==> src/rtl/cacheline_adaptor.sv <==
// ---------------------------------------------------------------------------
// cacheline_adaptor
//
// Bridges the cache's full-line physical-memory port to a burst-oriented main
// memory. A line read is gathered from BEATS narrow beats into a line buffer.
// A line write is latched whole and then streamed out one beat at a time.
// When the whole line has transferred, a single-cycle resp_o goes back to the
// cache. Beat 0 is always the least-significant slice of the line.
//
// Ports:
//   clk        clock; all state updates on its rising edge
//   rst        synchronous, active-low reset
//   line_i     write line from the cache
//   line_o     most recently assembled read line, to the cache
//   address_i  line address from the cache
//   read_i     cache line read request, held until resp_o
//   write_i    cache line write request, held until resp_o
//   resp_o     one-cycle pulse when the line transfer has finished
//   burst_i    read beat from memory
//   burst_o    write beat to memory
//   address_o  latched address to memory
//   read_o     burst read request to memory
//   write_o    burst write request to memory
//   resp_i     memory has accepted a write beat or supplied a read beat
//
// Optional build macro CACHELINE_ADAPTOR_ALIGN_EN: when it is defined, the
// low OFFS bits of address_o read as zero, so memory always sees a
// line-aligned address. When it is undefined, address_o is the latched
// address unmodified.
// ---------------------------------------------------------------------------
module cacheline_adaptor #(
  parameter int LINE_W  = 256,
  parameter int BURST_W = 64,
  parameter int ADDR_W  = 32
) (
  input  logic               clk,
  input  logic               rst,
  input  logic [LINE_W-1:0]  line_i,
  output logic [LINE_W-1:0]  line_o,
  input  logic [ADDR_W-1:0]  address_i,
  input  logic               read_i,
  input  logic               write_i,
  output logic               resp_o,
  input  logic [BURST_W-1:0] burst_i,
  output logic [BURST_W-1:0] burst_o,
  output logic [ADDR_W-1:0]  address_o,
  output logic               read_o,
  output logic               write_o,
  input  logic               resp_i
);

  localparam int BEATS  = LINE_W / BURST_W;
  localparam int BEAT_W = (BEATS > 1) ? $clog2(BEATS) : 1;
  localparam int OFFS   = $clog2(LINE_W / 8);
  localparam logic [BEAT_W-1:0] LAST_BEAT = BEAT_W'(BEATS - 1);

  typedef enum logic [1:0] {
    IDLE,
    READ,
    WRITE,
    DONE
  } state_t;

  state_t              state_q, state_d;
  logic [BEAT_W-1:0]   beat_q, beat_d;
  logic [ADDR_W-1:0]   addr_q, addr_d;
  logic [LINE_W-1:0]   rd_line_q, rd_line_d;
  logic [LINE_W-1:0]   wr_line_q, wr_line_d;

  // The write line has its own buffer. Because of that, line_o keeps showing
  // the last completed read line across any writes that happen in between.
  always_comb begin
    state_d   = state_q;
    beat_d    = beat_q;
    addr_d    = addr_q;
    rd_line_d = rd_line_q;
    wr_line_d = wr_line_q;

    unique case (state_q)
      IDLE: begin
        // A write takes priority over a read, so a dirty writeback goes out
        // before the refill.
        if (write_i) begin
          addr_d    = address_i;
          wr_line_d = line_i;
          beat_d    = '0;
          state_d   = WRITE;
        end else if (read_i) begin
          addr_d  = address_i;
          beat_d  = '0;
          state_d = READ;
        end
      end

      READ: begin
        if (resp_i) begin
          rd_line_d[int'(beat_q)*BURST_W +: BURST_W] = burst_i;
          if (beat_q == LAST_BEAT) begin
            beat_d  = '0;
            state_d = DONE;
          end else begin
            beat_d = beat_q + BEAT_W'(1);
          end
        end
      end

      WRITE: begin
        if (resp_i) begin
          if (beat_q == LAST_BEAT) begin
            beat_d  = '0;
            state_d = DONE;
          end else begin
            beat_d = beat_q + BEAT_W'(1);
          end
        end
      end

      DONE: begin
        state_d = IDLE;
      end

      default: begin
        state_d = IDLE;
      end
    endcase
  end

  always_ff @(posedge clk) begin
    if (!rst) begin
      state_q   <= IDLE;
      beat_q    <= '0;
      addr_q    <= '0;
      rd_line_q <= '0;
      wr_line_q <= '0;
    end else begin
      state_q   <= state_d;
      beat_q    <= beat_d;
      addr_q    <= addr_d;
      rd_line_q <= rd_line_d;
      wr_line_q <= wr_line_d;
    end
  end

  // Every memory-side output is decoded from registered state only. No
  // combinational path runs from resp_i to any of them.
  always_comb begin
    read_o  = (state_q == READ);
    write_o = (state_q == WRITE);
    resp_o  = (state_q == DONE);
    line_o  = rd_line_q;
    burst_o = '0;
    if (state_q == WRITE) begin
      burst_o = wr_line_q[int'(beat_q)*BURST_W +: BURST_W];
    end
`ifdef CACHELINE_ADAPTOR_ALIGN_EN
    address_o = {addr_q[ADDR_W-1:OFFS], {OFFS{1'b0}}};
`else
    address_o = addr_q;
`endif
  end

endmodule

==> config.mk <==
export PLATFORM = sky130hd
export DESIGN_NAME = cacheline_adaptor
export DESIGN_NICKNAME = d
export VERILOG_FILES = /design/src/rtl/cacheline_adaptor.sv
export SDC_FILE = /design/constraint.sdc
export NUM_CORES = 1
export LEC_CHECK = 0
export ABC_AREA = 0
export BUFFER_PORTS_ARGS = -buffer_cell sky130_fd_sc_hd__buf_2
export CORE_AREA = 4 4 276 278
export CTS_CLUSTER_DIAMETER = 120
export CTS_CLUSTER_SIZE = 24
export DETAILED_ROUTE_END_ITERATION = 10
export DIE_AREA = 0 0 280 282
export GPL_TIMING_DRIVEN = 0
export SLEW_MARGIN = 20
export SYNTH_ARGS = -nofsm -noshare
export SYNTH_HDL_FRONTEND = slang
export SYNTH_SLANG_ARGS = --single-unit
==> constraint.sdc <==
create_clock -name clk -period 5.8 [get_ports clk]
set_input_delay 0.58 -clock clk [delete_from_list [all_inputs] [get_ports clk]]
set_output_delay 0.58 -clock clk [all_outputs]
set_load 0.03 [all_outputs]
======== After elaboration in Yosys (flattened, before gate mapping) ========
Index checks and enable logic that the tools add are counted.
storage, ports and cells
  register bits ........................... 548
  bits in latches ......................... 0
  bits in writable memories ............... 0
  ROM bits ................................ 0
  input bits .............................. 357
  output and inout port bits .............. 355
  logic and storage cells ................. 40
  memories kept ........................... 0
cells by class
  add/sub/neg operators ................... 2
  $mul .................................... 0
  divide/modulo/power cells ............... 0
  magnitude comparators ................... 0
  equal/unequal tests ..................... 7
  shift-type cells ........................ 3
  multiplexer cells ....................... 14
  bitwise gates (word level) .............. 0
  reduce and logical (&&, ||, !) cells .... 9
operators with widths
  kind                                                     number
  bitwise mux 256 bit                                      1
  variable shift 64 x 33 -> 256 bit, first input constant  1
  variable part select 256 x 9 -> 64 bit                   1
  variable part select 64 x 33 -> 256 bit                  1
  2-to-1 mux 32 bit                                        2
  2-to-1 mux 64 bit                                        1
  negation 8 -> 33 bit                                     1
  2-to-1 mux 2 bit                                         8
  == test 2 bit, second input constant                     3
  one-hot mux 2 bit (3 select lines)                       1
  AND reduction 2 bit                                      3
  AND reduction 3 bit                                      2
  inequality test 2 x 1 -> 1 bit, second input constant    2
  one-hot mux 2 bit (2 select lines)                       1
  nonzero test 2 bit                                       2
  inequality test 3 bit, second input constant             1
  adder 2 x 1 -> 2 bit, second input constant              1
  == test 2 x 1 -> 1 bit, second input constant            1
  logical NOT 2 bit                                        1
  OR reduction 2 bit                                       1

======== Depth between registers and ports, before layout ========
Gate-level depths: netlist (run 1).
  word-level depth ........................ 4
  gate-level depth with buffers ........... 10
  gate-level depth less buffers ........... 5

======== Worst setup path before layout (run 1) ========
OpenSTA, ideal clock, no wires.
  kind .................................... reg2reg
  start ................................... register beat_q[1]
  end ..................................... register rd_line_q[142], in the netlist line_o[142]
  arrival ................................. 2.411 ns
  slack ................................... 3.272 ns
  stages on the path, launching flop included .. 11
  clock period less this slack ............ 2.528 ns
  cells stage by stage .................... dfxtp_1 -> buf_2 -> buf_1 -> inv_1 -> ha_1 -> and4b_1 -> buf_4 -> and4_1 -> buf_4 -> buf_6 -> a22o_1
on the way
  word-level cells in the longest chain between the ends .. 3
  elaborated cells between the ends (all ways) .. 4
ends and longest elaborated chain
  item                                                                                          line  RTL
  from (decl)                                                                                   65    logic [BEAT_W-1:0] beat_q, beat_d;
  from (signal assigned)                                                                        137   beat_q <= beat_d;
  negation 8 -> 33 bit *                                                                        97    rd_line_d[int'(beat_q)*BURST_W +: BURST_W] = burst_i;
  variable part select 64 x 33 -> 256 bit or variable shift 64 x 33 -> 256 bit (tied branches)  97
  bitwise mux 256 bit *                                                                         97
  to (signal assigned)                                                                          139   rd_line_q <= rd_line_d;
  to (decl)                                                                                     67    logic [LINE_W-1:0] rd_line_q, rd_line_d;
Mark *: on every way between the ends. The rest lies on a longest branch, timed or not.
A chain may end at the register's enable or synchronous reset.

======== Worst setup path after layout (run 1) ========
  start ................................... register beat_q[1]
  end ..................................... register rd_line_q[233], in the netlist line_o[233]
The elaborated chain is that of the path after synthesis.

==> flow_metrics.env, run 1 <==
export IMPL_arrival_ns=4.40
export IMPL_grt_use_total_pct=21.7
export IMPL_power_per_cell_area_nw_per_um2=356
export IMPL_synth_distinct_cells=39
export IMPL_fin_area_um2=26300
export IMPL_grt_max_degree=25
export IMPL_grt_overflow=0
export IMPL_cts_root_buf="clkbuf_16"
export IMPL_synth_avg_cell_area_um2=9.25
export IMPL_hold_ws_ns=0.183
export IMPL_dr_wl_met3_um=6890
export IMPL_ys_warn_count=0
export IMPL_worst_hold_path_type="in2reg"
export IMPL_drc=0
export IMPL_path_max_fanout=10
export IMPL_initial_core_util_pct=27.9
export IMPL_cap_viol_max_count=0
export IMPL_maxSlewHeadroom_pct=34.0
export IMPL_viasPerCell=4.94
export IMPL_crit_buf_inv=5
export IMPL_hold_viol=0
export IMPL_run_status="completed"
export IMPL_cts_setup_buffers=0
export IMPL_cp_required_ns=6.30
export IMPL_fin_nets=3343
export IMPL_max_clock_freq_mhz=256
export IMPL_synth_largest_area_cell="dfxtp_1"
export IMPL_die_y_um=282
export IMPL_dieArea_um2=79000
export IMPL_slowest_stage="buf_1"
export IMPL_leakagePower_nw=11.2
export IMPL_vias=19600
export IMPL_synthSimpleGateAreaFrac_pct=17.0
export IMPL_synth_area_um2=20600
export IMPL_setup_viol=0
export IMPL_worst_pin_slew_ns=0.990
export IMPL_placed_cell_area_um2=25400
export IMPL_ys_seq_area_share_pct=53.2
export IMPL_cts_repair_resized=0
export IMPL_path_clk_slew_ns=0.10
export IMPL_mostFrequentLayoutCells="buf_2 (747), nand2_1 (655), dfxtp_1 (548)"
export IMPL_startpoint_type="flop"
export IMPL_synth_top_family_by_area="compound AO/OA/AOI/OAI gates"
export IMPL_endpoint_kind="flop"
export IMPL_final_common_cell="buf_2"
export IMPL_finalMaxSlewViolations=0
export IMPL_synthMuxAreaShare_pct=7.14
export IMPL_syn_nets=2600
export IMPL_grt_antenna_before_repair=28
export IMPL_rows=100
export IMPL_hold_buffers=0
export IMPL_finalCritPeriodShare_pct=67.2
export IMPL_cp_common_cell="clkbuf_1"
export IMPL_synth_top_area_share_pct=53.2
export IMPL_vdd_ir_drop_max_uv=224
export IMPL_ys_ff_latch=548
export IMPL_insertion_delay_ns=0.63
export IMPL_worst_path_largest_cell_delay_ns=0.69
export IMPL_drive_gt1_share_pct=29.3
export IMPL_hpwl_um=71700
export IMPL_path_cells="buf_2, buf_1, inv_1, ha_1, nand4bb_1, or2_1, clkbuf_1, clkbuf_1, o21ai_0"
export IMPL_synthAdderAreaFrac_pct=0.789
export IMPL_synth_compound_area_share_pct=17.3
export IMPL_first_pass_iters=6
export IMPL_numCtsBuffers=29
export IMPL_syn_inst=2230
export IMPL_drtAntennaViolNets=0
export IMPL_htreeDepth=1
export IMPL_fin_crit_ns=3.90
export IMPL_synthXorXnorAreaFrac_pct=0
export IMPL_highest_layer="met5"
export IMPL_wl_met1_um=35800
export IMPL_path_class="reg2reg"
export IMPL_tns_ns=0
export IMPL_path_delay_family="buffers and inverters"
export IMPL_globalplace_congestion=0.880
export IMPL_wl_met2_um=43700
export IMPL_numPortBuffers=710
export IMPL_wl_um=90300
export IMPL_grt_pass1_wl_um=128000
export IMPL_finalPower_mw=9.35
export IMPL_die_w_um=280
export IMPL_rsz0062_at_grt="no"
export IMPL_coreArea_um2=73900
export IMPL_wl_per_cell_um=22.8
export IMPL_area_delta_synth_final_pct=27.4
export IMPL_finClkSkew_ns=0.0355
export IMPL_cts_tree="yes"
export IMPL_synth_top_cells_by_area="dfxtp_1 (53%), nand2_1 (12%), a21oi_1 (7.0%)"
export IMPL_clock_sinks=548
export IMPL_grt_pass1_vias=19000
export IMPL_io_pins=712
export IMPL_initialDrtViolationCount=1365
export IMPL_cts_buffer_depth=3
[cell type report]
class                      instances  area, um2
timing repair buffer             712       3580
clock inverter                     6        108
tap                              969       1210
inverter                           6       22.5
fill                            7865      47700
buffer                           202        925
sequential                       548      11000
clock buffer                      29        726
antenna                           13       32.5
multi-input combinational       1474       8710
[power by group]
part	total, mW	internal [mW]	switching, mW	leakage [nW]
registers	4.33	4.13	0.197	4.46
logic	2.75	0.887	1.86	6.38
clock network	2.28	0.933	1.34	0.404
[worst reg2reg max path: cells and delay by family, from the launching register on]
family	cells	cell delay, ns
buffers and inverters	5	2.40
flip-flops	1	0.53
adder cells (fa/ha/maj)	1	0.44
AND/OR/NAND/NOR	2	0.26
AO/OA/AOI/OAI	1	0.17
[cells by family (layout without fill, tap and decap cells)]
logic type / after synthesis / count (layout)
buf+inv: 208 / 955
fa+ha+maj: 13 / 13
mux: 67 / 67
compound gates: 552 / 552
other cells: 0 / 13
flops: 548 / 548
simple gates: 842 / 842
[registers in the layout, summed over array words and instances, names as in the netlist]
name and cells:
wr_line_q 256, line_o 256, beat_q 2, state_q 2, address_o 32
[cells in the mapped netlist]
library cell  count
and3b_1           1
clkbuf_1        134
buf_4             8
and2_0            1
ha_1             13
nor2_1           28
a21bo_2           1
and3_1            1
a311oi_1          1
buf_2            37
mux2i_1           3
o21a_1            1
inv_1             5
nand3b_1          1
o21ai_1           2
dfxtp_1         548
buf_1            11
nand4_1           1
and4_1            1
nor2b_1           3
a31oi_1           1
a22o_1           64
buf_6            12
a32oi_1          27
nand3_1          77
nand2_1         655
nand3_2           1
a32o_1           91
and4b_1           1
or3b_1            1
o21ai_0          74
a21oi_1         290
nand2b_1          2
nand4bb_1         1
nor4_4            1
and2_1           65
mux4_2           64
inv_2             1
or2_1             1
[final timing paths]
| kind | cells past startpoint | slack [ns] | to | from |
|---|---|---|---|---|
| max | 9 | 1.90 | line_o[233] | beat_q[1] |
| min | 3 | 0.18 | wr_line_q[178] | line_i[178] |
| max reg2reg | 9 | 1.90 | line_o[233] | beat_q[1] |
| min reg2reg | 2 | 0.46 | address_o[23] | address_o[23] |
[stage by stage]
stage	setup WS (ns)	cells	utilization, %
floorplan	3.27	2230	-
global placement	1.87	3909	34.3
detailed placement	1.84	3911	34.4
CTS	1.85	3946	35.5
global route	1.63	3952	35.5
finish	1.90	3959	35.5
[routing by layer]
layer	GRT usage (%)	vias up
met4	8.21	30
li1	-	9222
met2	37.7	714
met3	5.79	172
met5	0	-
met1	25.7	9415
(Power assumes the default switching activity.)
==> inputs of run 2 (changes only) <==
Settings changed: CORE_AREA 4 4 276 278 to 4 4 277 279, DIE_AREA 0 0 280 282 to 0 0 281 283.
Clock period 5.8 ns to 3.55 ns, I/O delays scaled along.
==> flow_metrics.env, run 2 (synthesis gave the netlist of run 1 again) <==
export IMPL_numPortBuffers=710
export IMPL_first_pass_iters=6
export IMPL_area_delta_synth_final_pct=42.4
export IMPL_dp_worst_setup_slack_ns=-0.351
export IMPL_dieArea_um2=79500
export IMPL_mostFrequentLayoutCells="buf_2 (748), nand2_1 (655), dfxtp_1 (548)"
export IMPL_drtAntennaViolNets=0
export IMPL_drive_gt1_share_pct=26.7
export IMPL_worst_hold_path_type="in2reg"
export IMPL_nFillCells=7431
export IMPL_insertion_delay_ns=0.63
export IMPL_hpwl_um=72300
export IMPL_htreeDepth=1
export IMPL_cts_tree="yes"
export IMPL_max_clock_freq_mhz=297
export IMPL_globalplace_congestion=0.898
export IMPL_initialDrtViolationCount=1561
export IMPL_io_pins=712
export IMPL_multi_input_area_um2=8710
export IMPL_die_w_um=281
export IMPL_clock_sinks=548
export IMPL_finalPower_mw=15.6
export IMPL_cts_buffer_depth=3
export IMPL_worst_slack_ns=0.185
export IMPL_r2r_start="beat_q[1]"
export IMPL_finalMaxSlewViolations=0
export IMPL_grt_pass1_wl_um=137000
export IMPL_die_y_um=283
export IMPL_grt_overflow=0
export IMPL_hold_viol=0
export IMPL_hp_start="burst_i[33]"
export IMPL_coreArea_um2=74200
export IMPL_vias=21300
export IMPL_cp_required_ns=3.19
export IMPL_rows=100
export IMPL_finClkSkew_ns=0.0252
export IMPL_grt_max_degree=25
export IMPL_endpoint_kind="primary output"
export IMPL_run_status="completed"
export IMPL_power_per_cell_area_nw_per_um2=533
export IMPL_numCtsBuffers=29
export IMPL_wl_um=95300
export IMPL_finalCritPeriodShare_pct=94.8
export IMPL_drc=0
export IMPL_rrSetupSlack_ns=0.24
export IMPL_maxSlewHeadroom_pct=29.4
export IMPL_grt_pass1_vias=20900
export IMPL_arrival_ns=3.01
export IMPL_leakagePower_nw=12.5
export IMPL_ff2ff_path_depth=8
export IMPL_tns_ns=0
export IMPL_grt_antenna_before_repair=11
export IMPL_setup_viol=0
export IMPL_rsz0062_at_grt="no"
export IMPL_whs_endpoint="line_o[225]"
export IMPL_path_max_fanout=10
export IMPL_path_clk_slew_ns=0.10
export IMPL_cts_root_buf="clkbuf_16"
export IMPL_final_common_cell="buf_2"
export IMPL_grt_use_total_pct=22.7
export IMPL_fin_nets=3651
export IMPL_worst_pin_slew_ns=1.06
export IMPL_wl_per_cell_um=22.3
export IMPL_cap_viol_max_count=0
export IMPL_hold_path_depth=2
export IMPL_startpoint_type="flop"
export IMPL_initial_core_util_pct=27.8
export IMPL_fin_crit_ns=3.37
export IMPL_vdd_ir_drop_max_uv=444
export IMPL_viasPerCell=5.00
export IMPL_r2r_end="line_o[117]"
export IMPL_path_class="reg2out"
export IMPL_regArea_um2=11000
-- run 2: cell count changes in the layout (fill, tap and decap cells not counted), moves of 2 or more --
cell	before	now
inv_16	1	3
dlygate4sd3_1	0	309
diode_2	13	11
clkinv_8	2	0
-- run 2: through the flow --
| step | instances | cell area (um2) | utilization, % | hold WS (ns) |
|---|---|---|---|---|
| finish | 4266 | 29400 | 39.6 | 0.0300 |
| global route | 4260 | 29300 | 39.5 | 0.00523 |
| CTS | 4256 | 29300 | 39.5 | 0.0000613 |
| detailed placement | 3911 | 25400 | 34.3 | 0.443 |
| global placement | 3909 | 25400 | 34.2 | 0.439 |
| floorplan | 2230 | 20600 | - | 0.433 |
-- run 2: layout make-up --
cell class	count	area share, %
Sequential cell	548	37.4
Multi-Input combinational cell	1474	29.7
Timing Repair Buffer	1021	22.7
Tap cell	969	4.13
Buffer	201	3.14
Clock buffer	30	2.48
Clock inverter	6	0.320
Antenna cell	11	0.0938
Inverter	6	0.0767
-- run 2: critical path, stage by stage, from the launching register on --
cell and delay (ns):
dfxtp_1 0.36, inv_1 0.14, ha_1 0.15, buf_1 0.74, clkbuf_1 0.43, and2_1 0.32
buf_2 0.25
-- run 2: worst max path at each step --
stage | startpoint | to | slack [ns]
3_5_place_dp | beat_q[1] | line_o[238] | -0.35
6_report | state_q[0] | burst_o[16] | 0.18
3_3_place_gp | beat_q[1] | line_o[239] | -0.34
5_1_grt | beat_q[1] | line_o[125] | 0.002
2_1_floorplan | beat_q[1] | line_o[142] | 1.02
4_1_cts | beat_q[1] | line_o[206] | 0.03
-- run 2: what timing repair did --
action / in CTS / in global routing
pin swaps: 0 / 0
endpoints found under the hold margin: 376 / 0
gates cloned: 0 / 0
gates resized for setup: 2 / 1
endpoints found under the setup margin: 202 / 30
setup buffers: 0 / 0
hold buffers: 309 / 0
-- run 2: per-layer routing --
metal,global-route usage (%),share of wire (%),vias to the layer above
met5,0,0.014,-
met4,9.70,5.1,2
met3,4.80,7.5,222
met2,39.3,48,971
met1,27.0,39,10300
li1,-,-,9843
-- run 2: power breakdown --
part | internal (mW) | total [mW] | switching (mW)
Sequential | 6.76 | 7.09 | 0.330
Clock | 1.53 | 3.74 | 2.21
Combinational | 1.67 | 4.82 | 3.14
==> inputs of run 3 (changes only) <==
Settings changed: REMOVE_ABC_BUFFERS from default to 1.
==> flow_metrics.env, run 3 (synthesis gave the netlist of run 1 again) <==
export IMPL_arrival_ns=3.83
export IMPL_placed_cell_area_um2=25300
export IMPL_rsz0062_at_grt="no"
export IMPL_wl_per_cell_um=18.9
export IMPL_finClkSkew_ns=0.0155
export IMPL_slowest_stage="nor4_4"
export IMPL_hold_ws_ns=0.0386
export IMPL_numPortBuffers=711
export IMPL_dieArea_um2=79500
export IMPL_vdd_ir_drop_max_uv=388
export IMPL_leakagePower_nw=12.3
export IMPL_hold_viol=0
export IMPL_grt_overflow=0
export IMPL_die_w_um=281
export IMPL_htreeDepth=1
export IMPL_initialDrtViolationCount=1340
export IMPL_stdcell_count=4069
export IMPL_max_clock_freq_mhz=305
export IMPL_path_class="reg2reg"
export IMPL_cts_buffer_depth=3
export IMPL_regArea_um2=11000
export IMPL_numCtsBuffers=26
export IMPL_fin_crit_ns=3.28
export IMPL_wl_um=76800
export IMPL_finalCritPeriodShare_pct=92.5
export IMPL_fin_nets=3461
export IMPL_rows=100
export IMPL_io_pins=712
export IMPL_hpwl_um=53000
export IMPL_cts_tree="yes"
export IMPL_grt_antenna_before_repair=11
export IMPL_insertion_delay_ns=0.60
export IMPL_drtAntennaViolNets=0
export IMPL_finalMaxSlewViolations=0
export IMPL_grt_pass1_wl_um=116000
export IMPL_run_status="completed"
export IMPL_endpoint_kind="flop"
export IMPL_cts_setup_buffers=0
export IMPL_final_common_cell="buf_2"
export IMPL_clock_sinks=548
export IMPL_nFillCells=7431
export IMPL_rrSetupSlack_ns=0.27
export IMPL_fin_util_pct=39.0
export IMPL_cts_root_buf="clkbuf_16"
export IMPL_grt_max_degree=122
export IMPL_grt_use_total_pct=18.2
export IMPL_drive_gt1_share_pct=27.7
export IMPL_path_clk_slew_ns=0.10
export IMPL_setup_viol=0
export IMPL_worst_hold_path_type="in2reg"
export IMPL_worst_pin_slew_ns=0.832
export IMPL_fin_area_um2=29000
export IMPL_multi_input_area_um2=8800
export IMPL_grt_pass1_vias=19600
export IMPL_mostFrequentLayoutCells="buf_2 (710), nand2_1 (654), dfxtp_1 (546)"
export IMPL_maxSlewHeadroom_pct=44.1
export IMPL_die_y_um=283
export IMPL_path_max_fanout=21
export IMPL_crit_buf_inv=5
export IMPL_path_delay_family="simple AND/OR/NAND/NOR gates"
export IMPL_coreArea_um2=74200
export IMPL_path_cells="inv_1, ha_1, nand3_4, nor4_4, buf_4, buf_6, buf_4, buf_6, a32o_1"
export IMPL_area_delta_synth_final_pct=40.4
export IMPL_worst_path_largest_cell_delay_ns=0.74
export IMPL_startpoint_type="flop"
export IMPL_viasPerCell=4.85
export IMPL_power_per_cell_area_nw_per_um2=520
export IMPL_dpl_cell_count=3740
export IMPL_first_pass_iters=5
export IMPL_cap_viol_max_count=0
export IMPL_globalplace_congestion=0.781
export IMPL_drc=0
export IMPL_initial_core_util_pct=27.8
export IMPL_vias=19700
export IMPL_cp_required_ns=4.10
-- run 3: changes by cell type in the layout (fill, tap and decap cells not counted), moves of 3 or more --
cell           delta
buf_6            -10
buf_1            -10
buf_16           +19
dlygate4sd3_1    -17
buf_4             -6
nand3_4           +3
inv_16            -3
diode_2           -3
clkbuf_1        -133
buf_2            -38
buf_12            +6
-- run 3: final cells by class --
cell class | count | area share [%]
repair buffers | 1035 | 24.9
flip-flops and latches | 548 | 37.9
well taps | 969 | 4.19
multi-input cells | 1474 | 30.4
clock buffers | 28 | 2.35
clock inverters | 1 | 0.104
inverters | 6 | 0.104
diodes | 8 | 0.0691
-- run 3: worst register-to-register path: cells and delay by family (launching register included) --
family	cells	cell delay, ns
AO/OA/AOI/OAI	1	0.13
AND/OR/NAND/NOR	2	1.14
flip-flops	1	0.40
adder cells (fa/ha/maj)	1	0.46
buffers and inverters	5	1.08
-- run 3: report_power, final --
part           switching, mW  leakage [nW]  internal, mW
sequential             0.366          4.46          6.76
clock                   2.02         0.348          1.44
combinational           2.73          7.49          1.76
-- run 3: timing repair --
item | in CTS | in global routing
endpoints found under the setup margin | 0 | 3
hold endpoints to repair | 322 | 0
gates resized for setup | 0 | 0
hold buffers | 292 | 0
-- run 3: worst paths after layout --
check            startpoint        endpoint  cells past startpoint
max reg2reg      state_q[1]      line_o[56]                      9
min reg2reg  wr_line_q[227]  wr_line_q[227]                      2
max              state_q[1]      line_o[56]                      9
min             line_i[116]  wr_line_q[116]                      3
-- run 3: stage by stage --
stage | setup TNS, ns | total power [mW] | setup slack (ns)
after global placement | -4326.63 | 10.7 | -10.90
after floorplan | -1514.05 | 9.88 | -3.60
after detailed placement | -0.658 | 11.5 | -0.0885
final | 0 | 15.1 | 0.267
after CTS | 0 | 15.2 | 0.229
after global routing | 0 | 15.8 | 0.0614
-- run 3: routing by layer --
metal  wire length [um]  global-route usage, %  vias up
met3               6840                   5.03      143
li1                   -                      -     9431
met5                 30                      0        -
met4               3540                   7.26        6
met2              36200                   31.2      790
met1              30200                   21.3     9369
